--- config.mk ---
export PLATFORM = sky130hd
export DESIGN_NAME = uart_tx_arbiter
export DESIGN_NICKNAME = d
export VERILOG_FILES = /design/src/rtl/uart_pkg.sv /design/src/rtl/baud_tick.sv /design/src/rtl/uart_tx_arbiter.sv
export SDC_FILE = /design/constraint.sdc
export NUM_CORES = 1
export LEC_CHECK = 0
export CAP_MARGIN = 20
export CORE_ASPECT_RATIO = 1.5
export CORE_MARGIN = 1
export CORE_UTILIZATION = 50
export CTS_BUF_LIST = sky130_fd_sc_hd__clkbuf_16
export CTS_CLUSTER_SIZE = 24
export DETAILED_ROUTE_END_ITERATION = 8
export PLACE_DENSITY = 0.76
export REMOVE_ABC_BUFFERS = 1
export SYNTH_ARGS = -nofsm -noshare
export SYNTH_HDL_FRONTEND = slang
export SYNTH_SLANG_ARGS = --single-unit
export TNS_END_PERCENT = 50
--- constraint.sdc ---
create_clock -name clk -period 2.4 [get_ports clk]
set_input_delay 0.48 -clock clk [delete_from_list [all_inputs] [get_ports clk]]
set_output_delay 0.48 -clock clk [all_outputs]
set_load 0.05 [all_outputs]
--- src/rtl/uart_pkg.sv ---
// Shared definitions for the calculator UART transmit path: FSM state
// encoding, frame/divider defaults and the round-robin pick helper.
package uart_pkg;

  // 50 MHz system clock / 9600 baud.
  localparam int CLK_DIV_DEFAULT = 5208;

  // Bit periods per frame: start + 8 data + stop.
  localparam int FRAME_TICKS = 10;

  // Divider counter covers the full legal CLK_DIV range (2..65535).
  localparam int DIV_CNT_W = 16;

  // Frame tick counter; never needs to hold more than FRAME_TICKS-1.
  localparam int TICK_CNT_W = 4;

  typedef enum logic [1:0] {
    FLUSH = 2'd0,
    IDLE  = 2'd1,
    SEND  = 2'd2
  } state_e;

  // Round-robin pick between two requesters. With both valid, the one not
  // served last time wins; otherwise the single valid one wins. The result
  // is a don't-care when neither is valid.
  function automatic logic rr_pick(input logic v0, input logic v1, input logic last);
    if (v0 && v1) return !last;
    return v1;
  endfunction

endpackage : uart_pkg

--- src/rtl/baud_tick.sv ---
// Bit-period divider: counts 0..CLK_DIV-1 and flags the last count of each
// period with a one-cycle tick.
module baud_tick #(
  parameter int CLK_DIV = uart_pkg::CLK_DIV_DEFAULT
) (
  input  logic clk,
  input  logic rst,
  output logic tick
);
  import uart_pkg::*;

  localparam logic [DIV_CNT_W-1:0] LAST = DIV_CNT_W'(CLK_DIV - 1);

  logic [DIV_CNT_W-1:0] cnt;

  // Free-running period counter, cleared by reset and wrapping at LAST.
  // NOTE: clocked state is written with <= only, so every register samples
  // the pre-edge value of every other register regardless of block order.
  always_ff @(posedge clk) begin
    if (rst) begin
      cnt <= '0;
    end else if (cnt == LAST) begin
      cnt <= '0;
    end else begin
      cnt <= cnt + 1'b1;
    end
  end

  // Decoded straight from the counter register so the tick lands in the
  // same cycle the count sits at LAST.
  assign tick = (cnt == LAST);

endmodule : baud_tick

--- src/rtl/uart_tx_arbiter.sv ---
// Two-requester front end for the calculator's uart_tx. Flushes the shifter
// after reset, then loads one byte per frame on a bit-period tick, choosing
// between the keypad echo (requester 0) and the result formatter
// (requester 1) round-robin, with one spare idle bit between frames.
module uart_tx_arbiter #(
  parameter int CLK_DIV     = uart_pkg::CLK_DIV_DEFAULT,
  parameter int FRAME_TICKS = uart_pkg::FRAME_TICKS
) (
  input  logic       clk,
  input  logic       rst,
  input  logic       req0_valid,
  input  logic [7:0] req0_data,
  output logic       req0_ready,
  input  logic       req1_valid,
  input  logic [7:0] req1_data,
  output logic       req1_ready,
  output logic       tx_load,
  output logic       tx_enable,
  output logic [7:0] tx_data,
  output logic       busy,
  output logic       grant
);
  import uart_pkg::*;

  localparam logic [TICK_CNT_W-1:0] LAST_TICK = TICK_CNT_W'(FRAME_TICKS - 1);

  logic                  tick;
  state_e                state;
  logic [TICK_CNT_W-1:0] tick_cnt;
  logic                  grant_q;
  logic [7:0]            data_q;

  logic                  any_valid;
  logic                  win;
  logic [7:0]            win_data;
  logic                  accept;
  logic                  frame_done;

  baud_tick #(
    .CLK_DIV (CLK_DIV)
  ) u_baud_tick (
    .clk  (clk),
    .rst  (rst),
    .tick (tick)
  );

  // Arbitration: pick the winner and its byte from the current requests.
  // NOTE: every signal assigned in always_comb gets a default on entry, so
  // no path can leave it holding a value and no latch is inferred.
  always_comb begin
    any_valid = 1'b0;
    win       = 1'b0;
    win_data  = req0_data;
    any_valid = req0_valid || req1_valid;
    win       = rr_pick(req0_valid, req1_valid, grant_q);
    if (win) win_data = req1_data;
  end

  // A byte is taken only on a tick while IDLE. The load, the ready pulse and
  // the byte on tx_data must all land in the tick cycle itself so uart_tx
  // captures the byte on the same edge that starts its bit period; hence
  // these strobes are decoded from registered state and the tick rather than
  // delayed through another register.
  assign accept     = !rst && tick && (state == IDLE) && any_valid;
  assign frame_done = tick && (tick_cnt == LAST_TICK);

  // Frame sequencer: FLUSH and SEND both run for FRAME_TICKS ticks; the tick
  // that ends SEND cannot also load, which yields the extra idle bit.
  always_ff @(posedge clk) begin
    if (rst) begin
      state    <= FLUSH;
      tick_cnt <= '0;
    end else begin
      unique case (state)
        FLUSH, SEND: begin
          if (frame_done) begin
            state    <= IDLE;
            tick_cnt <= '0;
          end else if (tick) begin
            tick_cnt <= tick_cnt + 1'b1;
          end
        end
        IDLE: begin
          if (accept) begin
            state    <= SEND;
            tick_cnt <= '0;
          end
        end
        default: begin
          state    <= FLUSH;
          tick_cnt <= '0;
        end
      endcase
    end
  end

  // Last-served requester and the last byte loaded; both move only on an
  // accepted request. Grant resets to 1 so requester 0 wins first contention.
  always_ff @(posedge clk) begin
    if (rst) begin
      grant_q <= 1'b1;
      data_q  <= 8'h00;
    end else if (accept) begin
      grant_q <= win;
      data_q  <= win_data;
    end
  end

  // Outputs are forced to their reset values for every cycle rst is high,
  // including the first one before the registers have been cleared.
  assign tx_load    = accept;
  assign req0_ready = accept && !win;
  assign req1_ready = accept && win;
  assign tx_enable  = tick && !rst;
  assign tx_data    = rst ? 8'h00 : (accept ? win_data : data_q);
  assign busy       = rst || (state != IDLE);
  assign grant      = rst || grant_q;

  // The two ready strobes are mutually exclusive by construction.
  a_ready_onehot : assert property (@(posedge clk) disable iff (rst)
    !(req0_ready && req1_ready));

  // A load only ever happens on a bit-period tick.
  a_load_on_tick : assert property (@(posedge clk) disable iff (rst)
    tx_load |-> tx_enable);

endmodule : uart_tx_arbiter
==> metrics, run 1 <==
post-synthesis mux area share=0; number of synthesized flops with an enable pin=0; Top FF cell, synth=dfxtp_1; most frequent cell after synthesis=dfxtp_1; RR Startpoint=u_baud_tick.cnt[14]; Cells after DPL=265; CTS tree=built; Synth async-reset ratio=0; Via Count=2031; Crit path max-delay family=simple AND/OR/NAND/NOR gates; post-synth cell types=41; initial antenna violation count=0; Crit path buffers/inverters=3; vias per inst=6.86; actual slew at the worst max-slew pin=0.617 ns; hold path start=data_q[6]; GR Util All Layers=0.453; number of cell rows=24; hold slack=0.518 ns; DRT Pass-1 Iters=8; Crit path largest cell delay=0.41 ns; Final Net Count=280; largest net degree at the start of global routing=19; Yosys reg bits=31; clk slew on worst S/H paths=0.05 ns; CTS root buffer=clkbuf_16; layout cells sized above 1=0.393; Post-DP HPWL=3130 µm; RSZ-0062 raised after global routing=true; Die Area=3350 µm²; Synth Area in Simple Gates=0.276; sequential share of the synthesized area=0.398; final worst path period share=1.28; Post-Route WL=8340 µm; clk buf depth=2; port bufs=33; Worst R2R Path Depth=9; Placer Congestion=0.847; worst clock skew=0.00883 ns; final setup vio count=18; first-pass GRT wire length=10200 µm; Max H-tree Level=2; Hold Crit Class=register to register; crit-path cells=nor3_1 > nand4_1 > buf_4 > or2_4 > a211oi_4 > buf_6 > buf_12; Core Area=2940 µm²; Power Dens Cells=443 nW/µm²; Hold Path Stages=2; peak supply drop=0.669 mV; Setup CP Type=register to output port; worst reg2reg setup slack=-0.17 ns; status=finished, violations left; Chip Height=70.4 µm; Max Cap Viol=0; Post-Synthesis Cells=180; largest family of logic cells by synthesized area=simple AND/OR/NAND/NOR gates; end of the worst hold path=data_q[6]; Synth top area share=0.398; max-slew violations=0; max_slew headroom=0.588; worst path required time=1.92 ns; # fillers=68; starting density of the core=0.529; maximum clock rate=326 MHz; slowest CP cell=nor3_1; width of the die=47.6 µm; Synth Area in Compound Gates=0.157; crit path launch type=register; worst-skew pair later-pin latency=0.28 ns; top cells by area, synth=dfxtp_1 40%, nor2_1 4.8%, a2111oi_0 4.5%; R2R Path End=tick_cnt[1]; register area=623 µm²; multi-input combinational cell area=1120 µm²; Leakage=1.00 nW; Fin. Hold Viols=0; Post-CTS Hold Buffers=0; vias in the first global route=1820; number of remaining DRC errors=0; Mapped Area=1560 µm²; DRT antenna net count=0; Inserted Diodes=0; violated checks=negative setup slack; post-synthesis xor/xnor area fraction=0.0731; area grow syn2layout=81.0%; dominant cell type by area after synthesis=dfxtp_1; drt initial violations=248; Post-Synth Adder-Cell Area=0.0241; yosys warns=0; grt total ovfl=0; list of most frequent post-synthesis cells=31 x dfxtp_1, 20 x nor2_1, 17 x inv_1, 10 x nand3_1; crit path DAT=2.59 ns; worst-path fanout max=5; Final WS setup=-0.669 ns; # IOs=34; CTS Buf Count=5; average cell area after synthesis=8.65 µm²; crit path capture type=output port; clk sinks=31; post-DR wirelength/cell=28.2 µm; crit path from=u_baud_tick.cnt[14]; final worst path period need=3.07 ns; Finished Layout Cells=296
## state kept, by name, summed over array words and instances (netlist names)
name             flops
data_q               8
u_baud_tick.cnt     16
state                2
tick_cnt             4
grant_q              1
## tightest hold or removal path, cell delays in order (launching register included)
cell      delay, ns
dfxtp_1        0.29
inv_1          0.06
a211oi_2       0.09
## through the flow
stage / instance area [µm²] / setup TNS (ns) / power (mW) / setup slack, ns / utilization
after floorplan: 1510 / -17.87 / 0.553 / -1.10 / -
after global placement: 2190 / -2.73 / 0.601 / -0.389 / 0.746
after detailed placement: 2190 / -3.59 / 0.605 / -0.466 / 0.746
after CTS: 2720 / -1.61 / 1.21 / -0.226 / 0.926
after global routing: 2820 / -4.62 / 1.27 / -0.503 / 0.958
final: 2820 / -6.97 / 1.25 / -0.669 / 0.958
## per-layer routing
metal | vias to the layer above | part of all wire | track usage
met5 | - | 0 | 0
li1 | 787 | - | -
met2 | 193 | 0.48 | 0.735
met1 | 955 | 0.30 | 0.498
met4 | 0 | 0.11 | 0.225
met3 | 96 | 0.11 | 0.150
## cell usage in the layout, fill, tap and decap left out, types with 7 or more instances in the layout
| cell | instances |
|---|---|
| buf_4 | 36 |
| a211oi_4 | 7 |
| xor2_1 | 7 |
| nor2b_1 | 8 |
| clkdlybuf4s50_1 | 16 |
| buf_12 | 14 |
| nor2_1 | 19 |
| dfxtp_1 | 29 |
| inv_1 | 16 |
| nand3_1 | 10 |
## logic make-up after synthesis
family          count (synthesis)
compound gates                 33
simple gates                   74
buf+inv                        26
fa+ha+maj                       3
flops                          31
xor+xnor                       13
## where the power goes
group | internal, mW | total, mW | switching, mW | leakage, nW
clock network | 0.373 | 0.610 | 0.237 | 0.0671
logic | 0.0561 | 0.114 | 0.0578 | 0.682
registers | 0.520 | 0.524 | 0.00405 | 0.251
total | 0.949 | 1.25 | 0.299 | 1.00
## timing repair
item / CTS / global route
resized for setup: 56 / 14
cloned: 3 / 0
endpoints found under the setup margin: 10 / 18
buffers inserted: 17 / 8
pin swaps: 13 / 16
hold endpoints to repair: 0 / 0
## worst max-delay path by stage
| stage | to | slack [ns] | cells past startpoint |
|---|---|---|---|
| after floorplan | tx_data[0] | -1.10 | 5 |
| after global placement | tx_data[1] | -0.39 | 7 |
| after detailed placement | tx_data[0] | -0.47 | 7 |
| after CTS | tx_data[6] | -0.23 | 7 |
| after global routing | tx_data[5] | -0.50 | 7 |
| final | tx_data[5] | -0.67 | 7 |
## layout make-up
cell class,count,share of cell area
timing repair buffer,78,0.294
sequential,31,0.221
inverter,17,0.0235
clock buffer,5,0.0444
tap,39,0.0173
clock inverter,2,0.00311
multi-input combinational,124,0.396
(Power assumes the default switching activity.)
==> inputs of run 2 (changes only) <==
- CORE_MARGIN: 1 -> 3
==> run 2 against run 1 <==
Against the previous run: the run still ends with negative setup slack left; core utilization increased by 0.17 points; power rose by 0.27%; non-clock buffer count shrank 3; critical endpoint is now tx_data[6].
==> metrics, run 2 (synthesis gave the netlist of run 1 again) <==
status=finished, violations left; violated checks=negative setup slack; crit path from=u_baud_tick.cnt[14]; max reg flops=16; max-slew violations=0; post-DR wirelength/cell=28.4 µm; Final WS setup=-0.460 ns; Placed Area=2220 µm²; RR Startpoint=u_baud_tick.cnt[14]; Hold Crit Class=register to register; Clock power frac=0.487; CTS root buffer=clkbuf_16; CTS tree=built; # IOs=34; Post-CTS Hold Buffers=0; Via Count=2006; number of cell rows=24; final worst path period need=2.86 ns; Placer Congestion=0.850; clk slew on worst S/H paths=0.05 ns; crit path capture type=output port; final setup vio count=12; GR Util All Layers=0.372; R2R Path End=tick_cnt[1]; final worst path period share=1.19; Psw=298 µW; worst path required time=1.92 ns; grt total ovfl=0; area grow syn2layout=81.3%; initial antenna violation count=0; Leakage=1.02 nW; vias in the first global route=1897; Worst R2R Path Depth=7; Core Util, Final=0.960; clk sinks=31; vias per inst=6.82; max_slew headroom=0.582; worst-path fanout max=5; CTS Buf Count=5; crit path DAT=2.38 ns; Post-DP HPWL=3240 µm; worst-skew pair later-pin latency=0.28 ns; Setup CP Type=register to output port; Power Dens Cells=443 nW/µm²; worst reg2reg setup slack=0.03 ns; actual slew at the worst max-slew pin=0.627 ns; Final Net Count=277; Switching Share=0.238; commonest non-fill, non-tap cell in the layout=buf_4; maximum clock rate=350 MHz; Core Area=2940 µm²; Post-Route WL=8360 µm; hold path start=data_q[3]; worst clock skew=0.00449 ns; Finished Layout Cells=294; Total Power=1.25 mW; peak supply drop=0.741 mV; starting density of the core=0.529; Cells after DPL=269; DRT antenna net count=0; clk buf depth=2; Inserted Diodes=0; Reg with most FFs=u_baud_tick.cnt; Chip Height=74.4 µm; TNS Setup=-4.57 ns; RSZ-0062 raised after global routing=true; number of remaining DRC errors=0; DRT Pass-1 Iters=5; Fin. Hold Viols=0; first-pass GRT wire length=10300 µm; layout cells sized above 1=0.369; Die Area=3840 µm²; Combinational Power Share=0.093; Max Cap Viol=0; drt initial violations=197; Reg power frac=0.420; highest-count cells in the layout ignoring fill and taps=33 x buf_4, 28 x dfxtp_1, 20 x nor2_1; width of the die=51.6 µm; largest net degree at the start of global routing=19; Max H-tree Level=2; Internal=953 µW; final instance area=2820 µm²; CP endpoint=tx_data[6]; crit path launch type=register; port bufs=33; biggest regs=u_baud_tick.cnt (16), data_q (8), tick_cnt (4)
-- run 2: cell types whose count changed in the layout (fill, tap and decap cells not counted), moves of 2 or more --
cell and delta:
buf_4 -3, a211oi_2 +2, a211oi_4 -2, buf_2 -2
-- run 2: final cells by class --
type                            count  area (µm²)
Tap cell                           39        48.8
Timing Repair Buffer               75         846
Clock buffer                        5         125
Multi-Input combinational cell    124        1100
Clock inverter                      3        15.0
Fill cell                          67         119
Inverter                           17        63.8
Sequential cell                    31         624
-- run 2: power groups by stage --
stage	registers (mW)	clock network, mW	logic, mW
floorplan	0.534	0	0.0187
global placement	0.532	0	0.0698
detailed placement	0.533	0	0.0734
CTS	0.524	0.598	0.0978
global route	0.525	0.617	0.120
finish	0.525	0.609	0.116
-- run 2: critical path, stage by stage, from the launching register on --
cell and delay (ns):
dfxtp_1 0.34, nor3_1 0.45, nand4_1 0.24, buf_6 0.20
or2_4 0.29, a211oi_4 0.26, buf_4 0.17, buf_12 0.13
-- run 2: what timing repair did --
item / 4_1_cts / 5_1_grt
cloned: 4 / 0
gates resized for setup: 58 / 7
setup buffers: 7 / 7
pin swaps: 17 / 13
setup endpoints to repair: 11 / 11
-- run 2: worst min path at each step --
stage	cells after the start	to	slack, ns
2_1_floorplan	1	u_baud_tick.cnt[0]	0.44
3_3_place_gp	2	data_q[2]	0.46
3_5_place_dp	2	data_q[6]	0.47
4_1_cts	2	data_q[6]	0.47
5_1_grt	2	data_q[3]	0.53
6_report	2	data_q[3]	0.52
-- run 2: stage by stage --
step,setup slack (ns),hold slack (ns)
5_1_grt,-0.500,0.534
3_5_place_dp,-0.439,0.467
2_1_floorplan,-1.10,0.440
3_3_place_gp,-0.354,0.457
4_1_cts,-0.112,0.469
6_report,-0.460,0.523
-- run 2: metal layers --
layer / GRT usage / up-vias / part of all wire
li1: - / 788 / -
met1: 0.401 / 925 / 0.31
met2: 0.678 / 202 / 0.49
met3: 0.0581 / 91 / 0.086
met4: 0.207 / 0 / 0.11
met5: 0 / - / 0
